===== src/rtl/i2c_slave_pkg.sv =====
// Shared I2C slave types and constants: byte width, bit counter width and the
// transmit state encoding used by the TX controller.
// Pure declarations, no logic; no latency or backpressure of its own.
package i2c_slave_pkg;

   localparam int I2C_BYTE_W = 8;
   localparam int I2C_CNT_W  = $clog2(I2C_BYTE_W);

   // Last bit index of a byte, in counter width.
   localparam logic [I2C_CNT_W-1:0] I2C_LAST_BIT = I2C_CNT_W'(I2C_BYTE_W - 1);

   // WAIT_LOAD is only reachable when clock stretching is built in.
   typedef enum logic [2:0] {
      IDLE      = 3'd0,
      SHIFT     = 3'd1,
      ACK_WAIT  = 3'd2,
      ACK_HOLD  = 3'd3,
      WAIT_LOAD = 3'd4
   } tx_state_t;

endpackage : i2c_slave_pkg


===== src/rtl/flex_pts_sr.sv =====
// Parallel-to-serial shift register, MSB first, vacated LSBs filled with FILL_VAL.
// Latency: load/shift take effect on the next clk edge; msb_next shows that value now.
// Backpressure: none; load_enable has priority over shift_enable.
//
// Ports:
//   clk, n_rst        clock, asynchronous active-low reset (register resets to all ones)
//   load_enable       capture parallel_in
//   shift_enable      shift left by one, LSB <= FILL_VAL
//   parallel_in       word to load
//   msb_next          MSB the register will hold after this cycle's edge
module flex_pts_sr
   import i2c_slave_pkg::*;
#(
   parameter int   NUM_BITS = I2C_BYTE_W,
   parameter logic FILL_VAL = 1'b1
) (
   input  logic                clk,
   input  logic                n_rst,
   input  logic                load_enable,
   input  logic                shift_enable,
   input  logic [NUM_BITS-1:0] parallel_in,
   output logic                msb_next
);

   logic [NUM_BITS-1:0] data_q;
   logic [NUM_BITS-1:0] data_d;

   always_comb begin
      data_d = data_q;
      if (load_enable) begin
         data_d = parallel_in;
      end else if (shift_enable) begin
         data_d = {data_q[NUM_BITS-2:0], FILL_VAL};
      end
   end

   // Exposing the next MSB lets the owner register SDA in the same cycle
   // the register updates, so the line never lags the shift by a cycle.
   assign msb_next = data_d[NUM_BITS-1];

   always_ff @(posedge clk or negedge n_rst) begin
      if (!n_rst) begin
         data_q <= '1;
      end else begin
         data_q <= data_d;
      end
   end

endmodule : flex_pts_sr


===== src/rtl/stp_sr_tx_ctrl.sv =====
// I2C slave transmit controller: shifts a byte MSB-first onto SDA on SCL falls, samples master ACK.
// Latency: every output is registered and moves one cycle after the strobe that causes it.
// Backpressure: load_data accepted only in IDLE (or WAIT_LOAD); abort / tx_enable low cancel at once.
//
// Optional feature: define I2C_SLAVE_TX_STRETCH_EN to add scl_hold and the WAIT_LOAD state,
// which stretches SCL after an ACKed byte until the next load_data arrives.
//
// Ports:
//   clk, n_rst                  clock, asynchronous active-low reset
//   SDA_sync                    synchronized SDA (sampled for the master ACK)
//   rising_edge, falling_edge   one-cycle synchronized SCL edge strobes
//   tx_enable, load_data, abort mode level, byte load strobe, start/stop cancel
//   tx_data                     byte to send
//   sda_out                     SDA drive (0 pulls low, 1 releases)
//   tx_busy                     any state other than IDLE
//   ack_done, byte_done         one-cycle pulses: ACK sampled, ACK clock finished
//   ack_received                1 when the last sampled ACK bit was low
//   scl_hold                    (stretch build only) hold SCL low while waiting for data
module stp_sr_tx_ctrl
   import i2c_slave_pkg::*;
(
   input  logic                  clk,
   input  logic                  n_rst,
   input  logic                  SDA_sync,
   input  logic                  rising_edge,
   input  logic                  falling_edge,
   input  logic                  tx_enable,
   input  logic                  load_data,
   input  logic                  abort,
   input  logic [I2C_BYTE_W-1:0] tx_data,
   output logic                  sda_out,
   output logic                  tx_busy,
   output logic                  ack_done,
   output logic                  ack_received,
   output logic                  byte_done
`ifdef I2C_SLAVE_TX_STRETCH_EN
   ,
   output logic                  scl_hold
`endif
);

   tx_state_t            state_q, state_d;
   logic [I2C_CNT_W-1:0] bit_cnt_q, bit_cnt_d;
   logic                 sda_out_q, sda_out_d;
   logic                 tx_busy_q, tx_busy_d;
   logic                 ack_done_q, ack_done_d;
   logic                 ack_received_q, ack_received_d;
   logic                 byte_done_q, byte_done_d;
   logic                 sr_load;
   logic                 sr_shift;
   logic                 sr_msb_next;
   logic                 rise_ok;
`ifdef I2C_SLAVE_TX_STRETCH_EN
   logic                 scl_hold_q, scl_hold_d;
`endif

   flex_pts_sr #(
      .NUM_BITS (I2C_BYTE_W),
      .FILL_VAL (1'b1)
   ) u_pts_sr (
      .clk          (clk),
      .n_rst        (n_rst),
      .load_enable  (sr_load),
      .shift_enable (sr_shift),
      .parallel_in  (tx_data),
      .msb_next     (sr_msb_next)
   );

   // The two strobes cannot legally coincide; if they do, the fall is
   // honoured and the rise is dropped.
   assign rise_ok = rising_edge & ~falling_edge;

   always_comb begin
      state_d        = state_q;
      bit_cnt_d      = bit_cnt_q;
      ack_received_d = ack_received_q;
      ack_done_d     = 1'b0;
      byte_done_d    = 1'b0;
      sr_load        = 1'b0;
      sr_shift       = 1'b0;

      if (abort || !tx_enable) begin
         // Cancel wins over everything, including a same-cycle load or edge.
         state_d = IDLE;
      end else begin
         unique case (state_q)
            IDLE: begin
               if (load_data) begin
                  sr_load        = 1'b1;
                  bit_cnt_d      = '0;
                  ack_received_d = 1'b0;
                  state_d        = SHIFT;
               end
            end
            SHIFT: begin
               if (falling_edge) begin
                  if (bit_cnt_q == I2C_LAST_BIT) begin
                     state_d = ACK_WAIT;
                  end else begin
                     sr_shift  = 1'b1;
                     bit_cnt_d = bit_cnt_q + 1'b1;
                  end
               end
            end
            ACK_WAIT: begin
               if (rise_ok) begin
                  ack_received_d = ~SDA_sync;
                  ack_done_d     = 1'b1;
                  state_d        = ACK_HOLD;
               end
            end
            ACK_HOLD: begin
               if (falling_edge) begin
                  byte_done_d = 1'b1;
`ifdef I2C_SLAVE_TX_STRETCH_EN
                  // tx_enable is known high here; only an ACK keeps the transfer going.
                  state_d = ack_received_q ? WAIT_LOAD : IDLE;
`else
                  state_d = IDLE;
`endif
               end
            end
`ifdef I2C_SLAVE_TX_STRETCH_EN
            WAIT_LOAD: begin
               if (load_data) begin
                  sr_load        = 1'b1;
                  bit_cnt_d      = '0;
                  ack_received_d = 1'b0;
                  state_d        = SHIFT;
               end
            end
`endif
            default: begin
               state_d = IDLE;
            end
         endcase
      end

      // Outputs are decoded from the next state so they register alongside it;
      // SDA only moves on a load or a falling-edge shift, never on a rise.
      sda_out_d = (state_d == SHIFT) ? sr_msb_next : 1'b1;
      tx_busy_d = (state_d != IDLE);
`ifdef I2C_SLAVE_TX_STRETCH_EN
      scl_hold_d = (state_d == WAIT_LOAD);
`endif
   end

   always_ff @(posedge clk or negedge n_rst) begin
      if (!n_rst) begin
         state_q        <= IDLE;
         bit_cnt_q      <= '0;
         sda_out_q      <= 1'b1;
         tx_busy_q      <= 1'b0;
         ack_done_q     <= 1'b0;
         ack_received_q <= 1'b0;
         byte_done_q    <= 1'b0;
      end else begin
         state_q        <= state_d;
         bit_cnt_q      <= bit_cnt_d;
         sda_out_q      <= sda_out_d;
         tx_busy_q      <= tx_busy_d;
         ack_done_q     <= ack_done_d;
         ack_received_q <= ack_received_d;
         byte_done_q    <= byte_done_d;
      end
   end

`ifdef I2C_SLAVE_TX_STRETCH_EN
   always_ff @(posedge clk or negedge n_rst) begin
      if (!n_rst) begin
         scl_hold_q <= 1'b0;
      end else begin
         scl_hold_q <= scl_hold_d;
      end
   end

   assign scl_hold = scl_hold_q;
`endif

   assign sda_out      = sda_out_q;
   assign tx_busy      = tx_busy_q;
   assign ack_done     = ack_done_q;
   assign ack_received = ack_received_q;
   assign byte_done    = byte_done_q;

endmodule : stp_sr_tx_ctrl


===== config.mk =====
export PLATFORM = sky130hd
export DESIGN_NAME = stp_sr_tx_ctrl
export DESIGN_NICKNAME = d
export VERILOG_FILES = /design/src/rtl/i2c_slave_pkg.sv /design/src/rtl/flex_pts_sr.sv /design/src/rtl/stp_sr_tx_ctrl.sv
export SDC_FILE = /design/constraint.sdc
export NUM_CORES = 1
export LEC_CHECK = 0
export BUFFER_PORTS_ARGS = -buffer_cell sky130_fd_sc_hd__buf_4
export CORE_ASPECT_RATIO = 2
export CORE_MARGIN = 2
export CORE_UTILIZATION = 30
export CTS_CLUSTER_SIZE = 40
export DETAILED_ROUTE_END_ITERATION = 6
export HOLD_SLACK_MARGIN = 0.15
export PLACE_DENSITY = 0.55
export SETUP_SLACK_MARGIN = 0.02
export SLEW_MARGIN = 30
export SYNTH_ARGS = -nofsm -noshare
export SYNTH_HDL_FRONTEND = slang
export SYNTH_HIERARCHICAL = 1
export SYNTH_SLANG_ARGS = --single-unit

===== constraint.sdc =====
create_clock -name clk -period 3.2 [get_ports clk]
set_input_delay 0.16 -clock clk [delete_from_list [all_inputs] [get_ports clk]]
set_output_delay 0.16 -clock clk [all_outputs]
set_load 0.005 [all_outputs]

# Word-level counts from Yosys, hierarchy flattened
# Index checks and enable logic that the tools add are counted.
# totals
ff_bits,19
inputBits,16
out_inout_bits,5
elab_cells,62
# classes
add_sub_neg,1
n_eq_ne,9
mux,30
n_bitwise,4
reduce_logical,9
# op_table
cell,n
2-to-1 mux 3 bit,9
2-to-1 mux 1 bit,16
2-to-1 mux 8 bit,2
case mux 3 bit (4 select lines),1
!= test 2 bit (second input constant),4
equality test 3 x 1 -> 1 bit (second input constant),2
equality test 3 x 2 -> 1 bit (second input constant),2
case mux 3 bit (2 select lines),1
nonzero test 2 bit,3
AND reduction 5 bit,1
AND reduction 4 bit,1
adder 3 x 1 -> 3 bit (second input constant),1
equality test 3 bit (second input constant),1
zero test 3 bit,1
inverter 1 bit,3
nonzero test 3 bit,1
case mux 1 bit (2 select lines),1
AND 1 bit,1
zero test 1 bit,1
logical OR 1 bit,1

# Logic depth before layout (Yosys ltp)
# Gate-level depths: netlist of run 1.
# logic_depth
depth_word,8
mapped_depth,7
ltp_nobuf,6

# Cells and area by module
# The synthesis of run 1 kept the hierarchy.
# modules_own_cells
mod,n_inst,cells_each,area_each_um2,seq_area_each_um2
stp_sr_tx_ctrl,1,55,598.1,276.5
flex_pts_sr,1,34,376.6,210.2

# Least setup slack after synthesis of run 1
# OpenSTA, ideal clock, no wires.
# synth_path
kind,register to register
from,register state_q[1]
to,"register sda_out_q, in the netlist sda_out"
setup_ns,0.094
t_arrival_ns,2.160
required_ns,3.106
path_slack_ns,0.946
path_stages_with_launch,8
period_less_slack_ns,2.254
cell_sequence,dfrtp_1 -> buf_2 -> or3b_2 -> nor4_1 -> buf_6 -> mux2i_1 -> o21ai_1 -> or4b_1
# synth_via
elab_chain_cells,6
elab_cells_between_ends,19
classes_between,4 x eq/ne; 14 x mux; 1 x reduce/logical
# synth_rtl
item,line,text
start: declaration,stp_sr_tx_ctrl.sv:42,"tx_state_t state_q, state_d;"
start signal: assignment,stp_sr_tx_ctrl.sv:158,state_q <= state_d;
equality test 3 x 1 -> 1 bit,stp_sr_tx_ctrl.sv:86,unique case (state_q)
2-to-1 mux 1 bit,stp_sr_tx_ctrl.sv:86,
2-to-1 mux 1 bit,stp_sr_tx_ctrl.sv:82,if (abort || !tx_enable) begin
named net sr_shift,stp_sr_tx_ctrl.sv:50,logic sr_shift;
2-to-1 mux 8 bit,flex_pts_sr.sv:32,end else if (shift_enable) begin
2-to-1 mux 8 bit,flex_pts_sr.sv:30,if (load_enable) begin
named net sr_msb_next,stp_sr_tx_ctrl.sv:51,logic sr_msb_next;
2-to-1 mux 1 bit,stp_sr_tx_ctrl.sv:141,sda_out_d = (state_d == SHIFT) ? sr_msb_next : 1'b1;
named net sda_out_d,stp_sr_tx_ctrl.sv:44,"logic sda_out_q, sda_out_d;"
end signal: assignment,stp_sr_tx_ctrl.sv:160,sda_out_q <= sda_out_d;
end: declaration,stp_sr_tx_ctrl.sv:44,
# The timed path passes the listed nets, and every way through them passes these cells. The select of a mux whose other input is x is not followed.
# A chain may end at the register's enable or synchronous reset.

# Worst setup path after layout of run 1
# Same ends and word-level chain as after synthesis.

==> results of run 1 <==
## final cells by class
type,count,area (um2),area share (%)
multi-input combinational,60,432,33.6
tap,31,38.8,3.02
sequential,19,487,37.8
clock buffer,4,45.0,3.50
inverter,5,18.8,1.46
timing repair buffer,32,265,20.6
## through the flow
stage | setup slack, ns | instance area [um2] | utilization (%) | power, mW | instances
final | 0.896 | 1290 | 41.2 | 0.534 | 151
after global routing | 0.742 | 1290 | 41.2 | 0.567 | 151
after CTS | 0.883 | 1290 | 41.2 | 0.543 | 151
after detailed placement | 0.891 | 1140 | 36.6 | 0.369 | 137
after global placement | 0.945 | 1140 | 36.6 | 0.367 | 137
after floorplan | 0.946 | 975 | - | 0.335 | 89
## registers in the layout, summed over array words and instances (netlist names)
name             cells
ack_done             1
ack_received         1
bit_cnt_q            3
byte_done            1
sda_out              1
state_q              3
tx_busy              1
u_pts_sr/data_q      8
## power by group through the flow
stage	clock network (mW)	logic (mW)	registers (mW)
2_1_floorplan	0	0.0396	0.296
3_3_place_gp	0	0.0662	0.301
3_5_place_dp	0	0.0676	0.302
4_1_cts	0.169	0.0773	0.298
5_1_grt	0.181	0.0867	0.300
6_report	0.161	0.0756	0.297
## what timing repair did
item	4_1_cts	5_1_grt
setup endpoints to repair	0	0
hold buffers	10	0
hold endpoints to repair	28	0
## logic make-up after synthesis
| kind of cell | Yosys count | share of synthesized area, % |
|---|---|---|
| other | 1 | 0.385 |
| AOI/OAI and AO/OA | 16 | 11.9 |
| and+or+nand+nor | 30 | 17.2 |
| DFF | 19 | 49.9 |
| muxes | 11 | 11.6 |
| buffers and inverters | 10 | 6.42 |
| adders and majority gates | 2 | 2.57 |
## per-layer routing
layer	vias up	share of wire (%)	track usage [%]	routed length, um
met1	350	36	12.4	688
met4	0	3.3	6.34	62
met5	-	0	0	0
met2	16	57	19.7	1080
met3	6	3.0	1.94	56
li1	367	-	-	-
## worst max-delay path, delay by kind of cell, from the launching register on
family	cells	cell delay (ns)
compound gates	1	0.08
buf+inv	1	0.22
flops	1	0.52
mux	1	0.20
simple gates	3	1.20
## cell usage in the layout (no fill, tap or decap), types with 2 or more instances in the layout
cell           count
buf_4             22
dfstp_2            9
dfrtp_1           10
mux2i_1            9
nor2_1             5
clkbuf_8           3
nor3b_1            3
dlygate4sd3_1     10
o21ai_1            7
inv_1              5
ha_1               2
o22ai_1            2
nand2_1           10
a21oi_1            2
nand2b_1           3
## how the worst max path moves through the flow
stage | start | end | depth (start not counted)
2_1_floorplan | state_q[1] | sda_out | 7
3_3_place_gp | state_q[1] | sda_out | 6
3_5_place_dp | state_q[1] | sda_out | 6
4_1_cts | state_q[1] | sda_out | 6
5_1_grt | state_q[1] | sda_out | 6
6_report | state_q[1] | sda_out | 6
==> results.md, run 1 <==
- Outcome: finished, final reports clean
- Number of diodes: 0
- CP peak stage delay: 0.53 ns
- Final #Nets: about 140
- Hold slack final: 0.219 ns
- Post-CTS sizing: 0
- Total GRT Usage: approximately 11%
- Initial core utilization: 31.2%
- Cts bufs inserted: 3
- FF+latch count, synth: 19
- DRT iter0 DRCs: 8
- Die height: 84.6 um
- Worst EP arrival: 2.47 ns
- Final WL: roughly 1900 um
- Clk_lat worst skew: 0.25 ns
- Worst EP required: between 3 and 4 ns
- Hold Path Class: primary input to register
- Pwr dens: 415 nW/um2
- DR WL/cell: ~13 um
- DRC: 0
- Synth area leaders: dfrtp_1 (26%), dfstp_2 (24%), mux2i_1 (9.2%)
- IO Pins: 21
- Hold EP: ack_done
- Tcrit/Tclk final: 72.0%
- Post-CTS Setup Bufs: 0
- Global-route wire length before repair: 3240 um
- Number of buffers added on ports: 20
- Root buf cell: clkbuf_8
- Number of distinct library cells after synthesis: 31
- Sw frac: 22.7%
- Worst Hold Depth: 4
- Fill count: around 310
- Syn Std Cell Area: 975 um2
- Final Max Tran Viols: 0
- Share of flip-flops with an asynchronous set or reset: 100%
- CP Capture Type: register
- Seq/Total Area, Yosys: 49.9%
- Worst Setup Start Kind: register
- Reg2reg setup slack: 0.90 ns
- CP Class: register to register
- Top_reg_cell synth: dfrtp_1
- Minimum clock period: about 2.3 ns
- Pre-Repair DR Iteration Count: 2
- Final hold violation count: 0
- Peak Freq: 434 MHz
- Max VDD drop: around 250 uV
- Synth-to-layout area growth: 32.0%
- DR vias: ~740
- Post-synth top area share: 25.7%
- Die Span X: 44.3 um
- Largest net degree at the start of global routing: 20
- Gp weighted congestion: 0.848
- Max H-tree Level: 1
- R2R Path Start: state_q[1]
- Top cells by count, synth: dfrtp_1 (10), nand2_1 (10), dfstp_2 (9), mux2i_1 (9), o21ai_1 (7)
- Core area: 3120 um2
- CP max stage cell: or3b_2
- Drt via density: around 4.9
- Reg-to-reg critical path endpoint: sda_out
- Layout cells sized above 1: between 30% and 40%
- Crit-path max FO: 12
- Max cap viols: 0
- Comb pwr share: 14.2%
- Rows: 29
- CP cell instances: or3b_2 -> nor4_2 -> buf_4 -> mux2i_1 -> o21ai_1 -> or4b_1
- Clk_skew: 0.00269 ns
- Post-synth EDFFs: 0
- HP Start: abort
- RSZ-0062 raised after global routing: no
- P_leak: ~0.54 nW
- Die area: 3750 um2
- Clock Power Share: 30.2%
- Sequential share of power: between 50% and 60%
- Total grt overflow: 0
- Switching power: 0.121 mW
- Final setup fails: 0
- Largest area contributor in the netlist: dfrtp_1
- Clock Path Buffers: 2
- CTS Sinks: 19
- Hpwl dp: about 1500 um
- TNS Setup: 0 ns
- Initial antenna violation count: 0
- Cells after Synth: 89
- TritonCTS clock tree: built
- Antenna Nets Post-Route: 0
- Syn Nets: 107
- Clock transition at the registers of the reported paths: 0.07 ns
- Vias in the first global route: 771
- Syn_area_per_cell: 11.0 um2
- Int Pwr: 0.413 mW
- Yosys warns: 6
- Worst Reg2Reg Path Length in Cells: 6
Power figures use the tool's default switching activity.
==> inputs of run 2 (changes only) <==
- ABC_AREA: default -> 1
- PLACE_DENSITY: 0.55 -> 0.57
- clock period: 3.2 -> 1.9 ns (I/O delays scaled with it)
==> run 2 against run 1 <==
Sequential cell count unchanged. First-iteration DRC count increased by 38%. Largest power group unchanged. Critical endpoint unchanged. Die area increased by 4.1%. Global-route usage increased by 0.56 points. Final cell count increased by 29%. Critical path type unchanged. Clock power increased by 73%. Wire length increased by 8.9%.
==> results.md, run 2 <==
- Outcome: finished, final reports clean
- Final hold violation count: 0
- CP Class: register to register
- Tcrit/Tclk final: around 88%
- Initial core utilization: 30.8%
- Clk_lat worst skew: 0.25 ns
- Cts bufs inserted: 3
- Number of diodes: 0
- Total grt overflow: 0
- Syn_area_per_cell: approximately 8.1 um2
- Synth-to-layout area growth: 35.5%
- Pre-Repair DR Iteration Count: 4
- Sw frac: between 20% and 30%
- Overall power: 0.912 mW
- Final non-filler cell total: 195
- Die Span X: 45.2 um
- Final #Nets: 182
- FF+latch count, synth: 19
- Share of flip-flops with an asynchronous set or reset: 100%
- Sequential share of power: 54.4%
- Most common cell after layout, fill and taps aside: nand2_1
- P_leak: ~0.71 nW
- Clock Path Buffers: 2
- Max cap viols: 0
- RSZ-0062 raised after global routing: no
- CP Capture Type: register
- Seq/Total Area, Yosys: 47.8%
- Gp weighted congestion: just under 0.8
- Worst path top cell family by delay: simple AND/OR/NAND/NOR gates
- Hold Path Class: primary input to register
- DR vias: approximately 880
- Clock Power Share: 30.4%
- Initial antenna violation count: 0
- Clock transition at the registers of the reported paths: 0.07 ns
- Root buf cell: clkbuf_8
- CP peak stage delay: 0.40 ns
- R2R Path Start: bit_cnt_q[0]
- CTS Sinks: 19
- Largest registers: u_pts_sr/data_q: 8 flops, bit_cnt_q: 3 flops, state_q: 3 flops
- Largest net degree at the start of global routing: 20
- DP Worst Slack: 0.101 ns
- Post-synth top area share: between 20% and 30%
- TritonCTS clock tree: built
- Cells after Synth: 126
- Worst EP arrival: 1.86 ns
- Number of distinct library cells after synthesis: 20
- Instance count on the critical path: 11
- Crit-path max FO: 8
- Count leader, synth: nand2_1
- Worst EP required: 2.08 ns
- DR WL/cell: 10.5 um
- Pwr dens: 662 nW/um2
- Top_reg_cell synth: dfrtp_1
- Int Pwr: around 0.7 mW
- Syn Std Cell Area: 1020 um2
- CP max stage cell: dfrtp_1
- Number of cells after detailed placement: 178
- Comb pwr share: 15.1%
- Number of buffers added on ports: 20
- Global-route wire length before repair: 3550 um
- Hold EP: ack_done
- Largest Register: u_pts_sr/data_q
- Final setup fails: 0
- Clk_skew: 0.00125 ns
- Final Max Tran Viols: 0
- Syn Nets: about 140
- Reg2reg setup slack: 0.22 ns
- Worst Hold Depth: 5
- Minimum clock period: 1.68 ns
- Die area: about 3900 um2
- Max reg flops: 8
- Yosys warns: 6
- HP Start: rising_edge
- Layout cells sized above 1: 31.3%
- DRT iter0 DRCs: 11
- CP cell instances: ha_1 -> ha_1 -> inv_1 -> nand2_1 -> nor3_2 -> buf_4 -> nor2_8 -> nand2_1 -> nand3_1 -> nor2_1 -> nand3_1
- Top cells by count, synth: nand2_1 (37), nand3_1 (19), inv_1 (13), nor2_1 (13), dfrtp_1 (10)
- M3 GR Usage: 2.50%
- Antenna Nets Post-Route: 0
- Max H-tree Level: 1
- Switching power: 0.223 mW
- Peak Freq: about 600 MHz
- GR Util met2: between 10% and 20%
- Leading cell types in the layout, fill and taps excluded: nand2_1 (37), buf_4 (23), nand3_1 (19), inv_1 (13), nor2_1 (13)
- Die height: 86.4 um
- Buffer and inverter count on the worst path: 2
- Largest area contributor in the netlist: dfrtp_1
- Hpwl dp: 1520 um
- Drt via density: 4.50
- Met1 Use GR: between 10% and 20%
- Busiest grt layer: met2
- Reg-to-reg critical path endpoint: sda_out
- Worst Reg2Reg Path Length in Cells: 11
- Post-synth EDFFs: 0
- Vias in the first global route: 872
- Core area: 3300 um2
- Rows: 30
- DRC: 0
- Total GRT Usage: 11.9%
- Final WL: between 2000 and 2500 um
- Setup crit start: bit_cnt_q[0]
- IO Pins: 21
- Worst Setup Start Kind: register
- Synth area leaders: dfrtp_1 (25%), dfstp_2 (23%), nand2_1 (14%)
- Max VDD drop: 517 uV
- TNS Setup: 0 ns
- Hold slack final: 0.181 ns
- Final worst slack: about 0.22 ns
==> run 2: final cells by class <==
class | instances | area (um2)
clock buffer | 3 | 41.3
timing repair buffer | 35 | 293
tap | 32 | 40.0
clock inverter | 1 | 5.00
fill | 345 | 1920
sequential | 19 | 487
inverter | 17 | 63.8
multi-input combinational | 88 | 449
==> run 2: worst max path at each step <==
stage	endpoint	slack (ns)
floorplan	sda_out	0.24
global placement	sda_out	0.15
detailed placement	sda_out	0.10
CTS	sda_out	0.08
global route	sda_out	0.03
finish	sda_out	0.22
==> run 2: logic make-up after synthesis <==
kind of cell / synth area share, %
adder cells (fa/ha/maj): 2.46
flip-flops: 47.8
AO/OA/AOI/OAI: 2.34
AND/OR/NAND/NOR: 38.5
other: 0.369
buffers and inverters: 8.49
==> run 2: power groups by stage <==
stage	clock (mW)	sequential (mW)	combinational, mW
after global placement	0	0.504	0.119
after floorplan	0	0.497	0.0715
after CTS	0.294	0.496	0.141
final	0.278	0.496	0.138
after global routing	0.308	0.502	0.160
after detailed placement	0	0.503	0.121
==> run 2: per-stage QoR <==
stage / utilization, % / instance area, um2
finish: 41.7 / 1380
detailed placement: 36.3 / 1200
global placement: 36.3 / 1200
global route: 41.7 / 1380
floorplan: - / 1020
CTS: 41.4 / 1370
==> run 2: what timing repair did <==
action / in CTS / in global routing
setup buffers: 0 / 1
gates resized for setup: 0 / 1
endpoints found under the hold margin: 33 / 0
hold buffers: 12 / 0
setup endpoints to repair: 0 / 1
==> run 2: worst register-to-register path, delay by kind of cell, from the launching register on <==
family        cells  cell delay (ns)
fa+ha+maj         2             0.41
buf+inv           2             0.23
flops             1             0.40
simple gates      7             0.57
==> run 2: layer usage <==
metal  vias up  part of all wire (%)
li1        469                     -
met1       389                    47
met2        18                    48
met3         2                   4.5
met4         0                  0.68
met5         -                     0
